==> src/rtl/irq_controller_pkg.sv <==
// Shared constants and types for the MMIO interrupt controller.
package irq_controller_pkg;

    localparam int ID_W            = 5;
    localparam int CLAIM_VALID_BIT = 31;

    // Register offsets, decoded from mmio_addr[4:0].
    localparam logic [4:0] ADDR_PEND  = 5'h00;
    localparam logic [4:0] ADDR_EN    = 5'h04;
    localparam logic [4:0] ADDR_TRIG  = 5'h08;
    localparam logic [4:0] ADDR_CLAIM = 5'h0C;
    localparam logic [4:0] ADDR_DONE  = 5'h10;
    localparam logic [4:0] ADDR_RAW   = 5'h14;

    // Controller state: free to raise cpu_irq, or one interrupt in service.
    typedef enum logic {
        ST_IDLE    = 1'b0,
        ST_SERVICE = 1'b1
    } state_t;

endpackage

==> src/rtl/irq_controller_prio_enc.sv <==
// Find-first-set priority encoder: the lowest set index wins.
module irq_controller_prio_enc
    import irq_controller_pkg::*;
#(
    parameter int N = 8
) (
    input  logic [N-1:0]    req,
    output logic            any,
    output logic [ID_W-1:0] id
);

    // Scan from the top down so the lowest set index is the last assignment.
    always_comb begin
        any = |req;
        id  = '0;
        for (int i = N - 1; i >= 0; i--) begin
            if (req[i]) begin
                id = ID_W'(i);
            end
        end
    end

endmodule

==> src/rtl/irq_controller.sv <==
// MMIO interrupt controller: per-source capture, mask, lowest-index
// priority and a claim/complete flow with one interrupt in service.
//
// Handshake: mmio_ready mirrors mmio_valid, so every access completes on the
// clk edge where mmio_valid=1; read data appears in mmio_rdata after that
// edge and holds until the next read.
module irq_controller
    import irq_controller_pkg::*;
#(
    parameter int          NUM_SRC   = 8,
    parameter logic [31:0] SYNC_MASK = 32'h0000_00FE
) (
    input  logic               clk,
    input  logic               reset,
    input  logic               mmio_valid,
    input  logic               mmio_write,
    input  logic [31:0]        mmio_addr,
    input  logic [31:0]        mmio_wdata,
    input  logic [3:0]         mmio_wstrb,
    output logic [31:0]        mmio_rdata,
    output logic               mmio_ready,
    input  logic [NUM_SRC-1:0] irq_src,
    output logic               cpu_irq,
    output logic [ID_W-1:0]    cpu_irq_id,
    output state_t             dbg_state
);

    localparam int PAD = 32 - NUM_SRC;

    logic [NUM_SRC-1:0] src_s;
    logic [NUM_SRC-1:0] prev_q;
    logic [NUM_SRC-1:0] pend_q, pend_d;
    logic [NUM_SRC-1:0] en_q, en_d;
    logic [NUM_SRC-1:0] trig_q, trig_d;
    logic [ID_W-1:0]    svc_id_q, svc_id_d;
    logic               cpu_irq_q, cpu_irq_d;
    logic [ID_W-1:0]    cpu_irq_id_q, cpu_irq_id_d;
    logic [31:0]        rdata_q, rdata_d;
    state_t             state_q, state_d;

    logic [4:0]         addr;
    logic               rd_en, wr_en;
    logic               claim_take, done_hit;
    logic [NUM_SRC-1:0] w1c, claim_clr, edge_ev;
    logic               win_any;
    logic [ID_W-1:0]    win_id;
    logic               unused_bits;

    assign addr        = mmio_addr[4:0];
    assign mmio_ready  = mmio_valid;
    assign mmio_rdata  = rdata_q;
    assign cpu_irq     = cpu_irq_q;
    assign cpu_irq_id  = cpu_irq_id_q;
    assign dbg_state   = state_q;
    assign unused_bits = ^{mmio_addr, mmio_wdata, mmio_wstrb};

    // Asynchronous pins pass two flops; same-clock sources go straight through.
    for (genvar i = 0; i < NUM_SRC; i++) begin : g_src
        if (SYNC_MASK[i]) begin : g_sync
            logic meta_q, sync_q;
            // Two-flop synchroniser for source i.
            always_ff @(posedge clk or posedge reset) begin
                if (reset) begin
                    meta_q <= 1'b0;
                    sync_q <= 1'b0;
                end else begin
                    meta_q <= irq_src[i];
                    sync_q <= meta_q;
                end
            end
            assign src_s[i] = sync_q;
        end else begin : g_direct
            assign src_s[i] = irq_src[i];
        end
    end

    irq_controller_prio_enc #(.N(NUM_SRC)) u_prio (
        .req (pend_q & en_q),
        .any (win_any),
        .id  (win_id)
    );

    // Bus decode: access strobes and the claim/complete qualifiers.
    always_comb begin
        rd_en      = mmio_valid && !mmio_write;
        wr_en      = mmio_valid && mmio_write && mmio_wstrb[0];
        claim_take = rd_en && (addr == ADDR_CLAIM) && (state_q == ST_IDLE) && win_any;
        done_hit   = wr_en && (addr == ADDR_DONE) && (state_q == ST_SERVICE) &&
                     (mmio_wdata[ID_W-1:0] == svc_id_q);
        w1c        = (wr_en && addr == ADDR_PEND) ? mmio_wdata[NUM_SRC-1:0] : '0;
        for (int i = 0; i < NUM_SRC; i++) begin
            claim_clr[i] = claim_take && (win_id == ID_W'(i));
        end
    end

    // Capture: edge sources latch until cleared (a new edge beats a clear),
    // level sources follow the synchronised input every cycle.
    always_comb begin
        edge_ev = src_s & ~prev_q;
        pend_d  = pend_q;
        for (int i = 0; i < NUM_SRC; i++) begin
            if (trig_q[i]) begin
                pend_d[i] = (pend_q[i] & ~w1c[i] & ~claim_clr[i]) | edge_ev[i];
            end else begin
                pend_d[i] = src_s[i];
            end
        end
        en_d   = (wr_en && addr == ADDR_EN)   ? mmio_wdata[NUM_SRC-1:0] : en_q;
        trig_d = (wr_en && addr == ADDR_TRIG) ? mmio_wdata[NUM_SRC-1:0] : trig_q;
    end

    // Claim/complete state machine and the CPU interrupt outputs.
    always_comb begin
        state_d      = state_q;
        svc_id_d     = svc_id_q;
        cpu_irq_d    = 1'b0;
        cpu_irq_id_d = cpu_irq_id_q;
        case (state_q)
            ST_IDLE: begin
                cpu_irq_d    = win_any;
                cpu_irq_id_d = win_id;
                if (claim_take) begin
                    // Drop the line immediately so the CPU does not see a stale request.
                    cpu_irq_d = 1'b0;
                    svc_id_d  = win_id;
                    state_d   = ST_SERVICE;
                end
            end
            ST_SERVICE: begin
                if (done_hit) begin
                    state_d = ST_IDLE;
                end
            end
            default: state_d = ST_IDLE;
        endcase
    end

    // Read mux: returns register state from before this edge's updates.
    always_comb begin
        rdata_d = rdata_q;
        if (rd_en) begin
            case (addr)
                ADDR_PEND:  rdata_d = {{PAD{1'b0}}, pend_q};
                ADDR_EN:    rdata_d = {{PAD{1'b0}}, en_q};
                ADDR_TRIG:  rdata_d = {{PAD{1'b0}}, trig_q};
                ADDR_CLAIM: rdata_d = claim_take ? {1'b1, 26'b0, win_id} : 32'h0;
                ADDR_RAW:   rdata_d = {{PAD{1'b0}}, src_s};
                default:    rdata_d = 32'h0;
            endcase
        end
    end

    // State registers.
    always_ff @(posedge clk or posedge reset) begin
        if (reset) begin
            prev_q       <= '0;
            pend_q       <= '0;
            en_q         <= '0;
            trig_q       <= '0;
            svc_id_q     <= '0;
            cpu_irq_q    <= 1'b0;
            cpu_irq_id_q <= '0;
            rdata_q      <= '0;
            state_q      <= ST_IDLE;
        end else begin
            prev_q       <= src_s;
            pend_q       <= pend_d;
            en_q         <= en_d;
            trig_q       <= trig_d;
            svc_id_q     <= svc_id_d;
            cpu_irq_q    <= cpu_irq_d;
            cpu_irq_id_q <= cpu_irq_id_d;
            rdata_q      <= rdata_d;
            state_q      <= state_d;
        end
    end

endmodule

==> config.mk <==
export PLATFORM = sky130hd
export DESIGN_NAME = irq_controller
export DESIGN_NICKNAME = d
export VERILOG_FILES = /design/src/rtl/irq_controller_pkg.sv /design/src/rtl/irq_controller_prio_enc.sv /design/src/rtl/irq_controller.sv
export SDC_FILE = /design/constraint.sdc
export NUM_CORES = 1
export LEC_CHECK = 0
export CORE_MARGIN = 4
export CORE_UTILIZATION = 48
export CTS_BUF_LIST = sky130_fd_sc_hd__clkbuf_4 sky130_fd_sc_hd__clkbuf_8
export CTS_CLUSTER_DIAMETER = 30
export CTS_CLUSTER_SIZE = 40
export DETAILED_ROUTE_END_ITERATION = 10
export HOLD_SLACK_MARGIN = 0.06
export PLACE_DENSITY = 0.88
export SETUP_SLACK_MARGIN = 0.4
export SYNTH_ARGS = -nofsm -noshare
export SYNTH_HDL_FRONTEND = slang
export SYNTH_SLANG_ARGS = --single-unit
==> constraint.sdc <==
create_clock -name clk -period 3.8 [get_ports clk]
set_input_delay 0.95 -clock clk [delete_from_list [all_inputs] [get_ports clk]]
set_output_delay 0.95 -clock clk [all_outputs]
set_load 0.005 [all_outputs]
==> metrics.cfg <==
[status]
status = finished clean

[hold_path]
hold_depth = 0
min-delay-start = g_src[1].g_sync.meta_q$_DFF_PP0_
hp-class = flop to flop
worstHoldEndpoint = g_src[1].g_sync.sync_q$_DFF_PP0_

[final_layout]
diodes = 0
area_growth_pct = 21.52
layout.nets = 378
final_area_mm2 = 0.003518
drive_gt1_share_pct = 14.52

[setup_path]
cp_data_arrival_time_ps = 2170
cp-start-kind = input pin
path_class = input pin to primary output
crit_path_max_fanout = 7
path_buf_inv = 2
crit_chain = clkdlybuf4s50_1 -> clkdlybuf4s50_1
ff2ff_path_depth = 5
cp_data_required_time_ps = 2850
slowest_stage = clkdlybuf4s50_1
cp_top_family = buffers and inverters
rr_endpoint = mmio_rdata[1]$_DFFE_PP0P_
cp-end-kind = primary output
slowest_delay_ps = 660
worstSetupStartpoint = mmio_valid
timing.rr.start = en_q[5]$_DFFE_PP0P_
cpMostUsedCell = clkdlybuf4s50_1
rrSetupSlack_ps = 2100

[power]
p_int_mw = 1.217
power_switching_mw = 0.3633
vdd_drop_max_mv = 0.2922
p_sw_share_pct = 22.98
p_comb_share_pct = 10.6
leakagePower_nw = 1.589
clkPwrFrac_pct = 41.8
p_per_area_mw_per_mm2 = 449.3
p_seq_share_pct = 47.6

[route]
vias = 2123
ant_nets = 0
drt_pass1_iterations = 4
wl_mm = 6.264
drc = 0
vias_per_cell = 5.616
wl_per_cell_um = 16.57
drt_iter0_markers = 158

[sta]
fin_worst_skew_ps = 9.381
hold_viol = 0
finalCriticalPeriod_ps = 3125
tightestPinTransition_ps = 859.7
min_period_over_period_pct = 82.23
setup_viol = 0
whs_ps = 344.7
max-slew-margin-rel_pct = 42.57
rsz0062_at_grt = false
final.setup.tns_ps = 0
fmax_ghz = 0.3200
maxSlewViolCount = 0

[logic_synthesis]
syn-cell-area_mm2 = 0.002895
synth_ff_type = dfrtp_1
async_flop_share_pct = 100.0
synth-seq-area-share_pct = 54.45
postSynthCellCount = 250
synth.ff_latch_count = 63
ys_types = 47
synth-edff-count = 0
ys_warn_count = 0
syn_area_per_cell_um2 = 11.58

[place]
gp_congestion = 0.9294
dp_hpwl_mm = 4.530
post_dp_cell_area_mm2 = 0.003287
port-buffer-count = 40

[clock_tree]
path_clk_slew_ps = 60
cts_tree = built
worstSkewPairLatency_ps = 340
clk_path_buf_depth = 2
h-tree-depth = 3
hold_buffers = 0
cts_resized = 0
cts_setup_buffers = 0
clock-sinks = 63
cts_root_buffer = clkbuf_8
numCtsBuffers = 9

[global_route]
grt.total_usage_pct = 18.87
grt_overflow = 0
grt_start_max_net_pins = 47
grt_pass1_vias = 2122
grt_pass1_wl_mm = 10.38
antenna_found_initial = 0

[floorplan]
initial_core_util_pct = 49.19
die_h_um = 85.67
die_area_mm2 = 0.007338
dieWidth_um = 85.67
num_rows = 28
coreArea_mm2 = 0.005886
ios = 120

[job]
cap_violations = 0

==> layout by cell type (no fill, tap or decap), types with 2 or more instances in the layout <==
cell | Yosys | layout
a21o_1 | 4 | 4
a21oi_1 | 4 | 4
a221o_1 | 2 | 2
a22o_1 | 8 | 8
a22oi_1 | 20 | 20
a32o_1 | 4 | 4
a32oi_1 | 3 | 3
and2_1 | 4 | 4
buf_4 | 27 | 3
bufinv_16 | 0 | 2
clkbuf_4 | 0 | 2
clkbuf_8 | 0 | 11
clkdlybuf4s50_1 | 0 | 40
conb_1 | 1 | 25
dfrtp_1 | 63 | 63
mux2_2 | 16 | 16
mux2i_1 | 2 | 2
nand2_1 | 35 | 35
nand2b_1 | 4 | 4
nand3_1 | 3 | 3
nand4_1 | 3 | 3
nor2_1 | 8 | 8
nor3_1 | 2 | 2
o21ai_0 | 7 | 7
xor2_1 | 2 | 2
==> registers in the layout, summed over array words and instances, names as in the netlist <==
name,cells
mmio_rdata,9
en_q,8
pend_q,8
prev_q,8
trig_q,8
g_src.g_sync.meta_q,7
g_src.g_sync.sync_q,7
cpu_irq_id,3
svc_id_q,3
cpu_irq,1
dbg_state,1
==> cells by family after synthesis <==
group                  Yosys count  synth area share (%)
XOR/XNOR                         3                0.9077
buffers and inverters           32                 7.692
multiplexers                    18                 6.914
AO/OA/AOI/OAI                   58                 15.43
flip-flops                      63                 54.45
other                            1                0.1295
AND/OR/NAND/NOR                 75                 14.48
==> power by group through the flow <==
stage	clock network [mW]	logic, mW	registers, mW
3_3_place_gp	0	0.162	0.761
6_report	0.661	0.167	0.753
2_1_floorplan	0	0.105	0.754
3_5_place_dp	0	0.167	0.764
4_1_cts	0.677	0.168	0.751
5_1_grt	0.708	0.187	0.758
==> through the flow <==
stage | setup slack, ps | power, mW | std cells | util, %
after floorplan | 1280 | 0.8587 | 274 | -
after global placement | 572.8 | 0.9227 | 362 | 55.85
after detailed placement | 565.7 | 0.9311 | 362 | 55.85
after CTS | 675.2 | 1.596 | 378 | 59.78
after global routing | 607.0 | 1.653 | 378 | 59.78
final | 675.2 | 1.581 | 378 | 59.78
==> worst max-delay path by stage <==
stage	endpoint	cells after the start	slack [ps]
after floorplan	cpu_irq$_DFF_PP0_	1	1280
after global placement	pend_q[2]$_DFF_PP0_	6	570
after detailed placement	pend_q[2]$_DFF_PP0_	6	570
after CTS	mmio_ready	2	680
after global routing	mmio_ready	2	610
final	mmio_ready	2	680
==> area by class of cell <==
| class | count | area (µm²) |
|---|---|---|
| Clock inverter | 3 | 65.06 |
| Timing Repair Buffer | 43 | 422.9 |
| Fill cell | 481 | 2367 |
| Clock buffer | 13 | 166.4 |
| Inverter | 2 | 7.507 |
| Sequential cell | 63 | 1577 |
| Tap cell | 75 | 93.84 |
| Multi-Input combinational cell | 179 | 1186 |
==> cells in the mapped netlist (all sizes together) (2+ instances only) <==
cell type / number / share of area (%)
a21o: 4 / 1.0
nor3: 3 / 0.91
buf: 28 / 7.2
o21ai: 7 / 1.2
xor2: 2 / 0.61
a22o: 8 / 2.4
inv: 2 / 0.26
nand3: 3 / 0.52
a32o: 4 / 1.4
a221o: 2 / 0.69
a21oi: 4 / 0.69
nor3b: 2 / 0.69
nand2: 35 / 4.5
and2: 4 / 0.86
nor2: 9 / 1.4
mux2i: 2 / 0.69
a32oi: 3 / 0.91
a22oi: 20 / 5.2
mux2: 16 / 6.2
clkbuf: 2 / 0.26
nand2b: 4 / 0.86
dfrtp: 63 / 54
nand4: 4 / 1.4
==> metal layers <==
layer  global-route usage (%)  up-vias  wire length (µm)
met5                        0        -                 0
met4                    14.82        0               293
met3                    4.515       22               479
met2                    27.97      108              2892
met1                    23.65     1022              2599
li1                         -      971                 -
No activity file was read; power rests on OpenSTA's default activity.
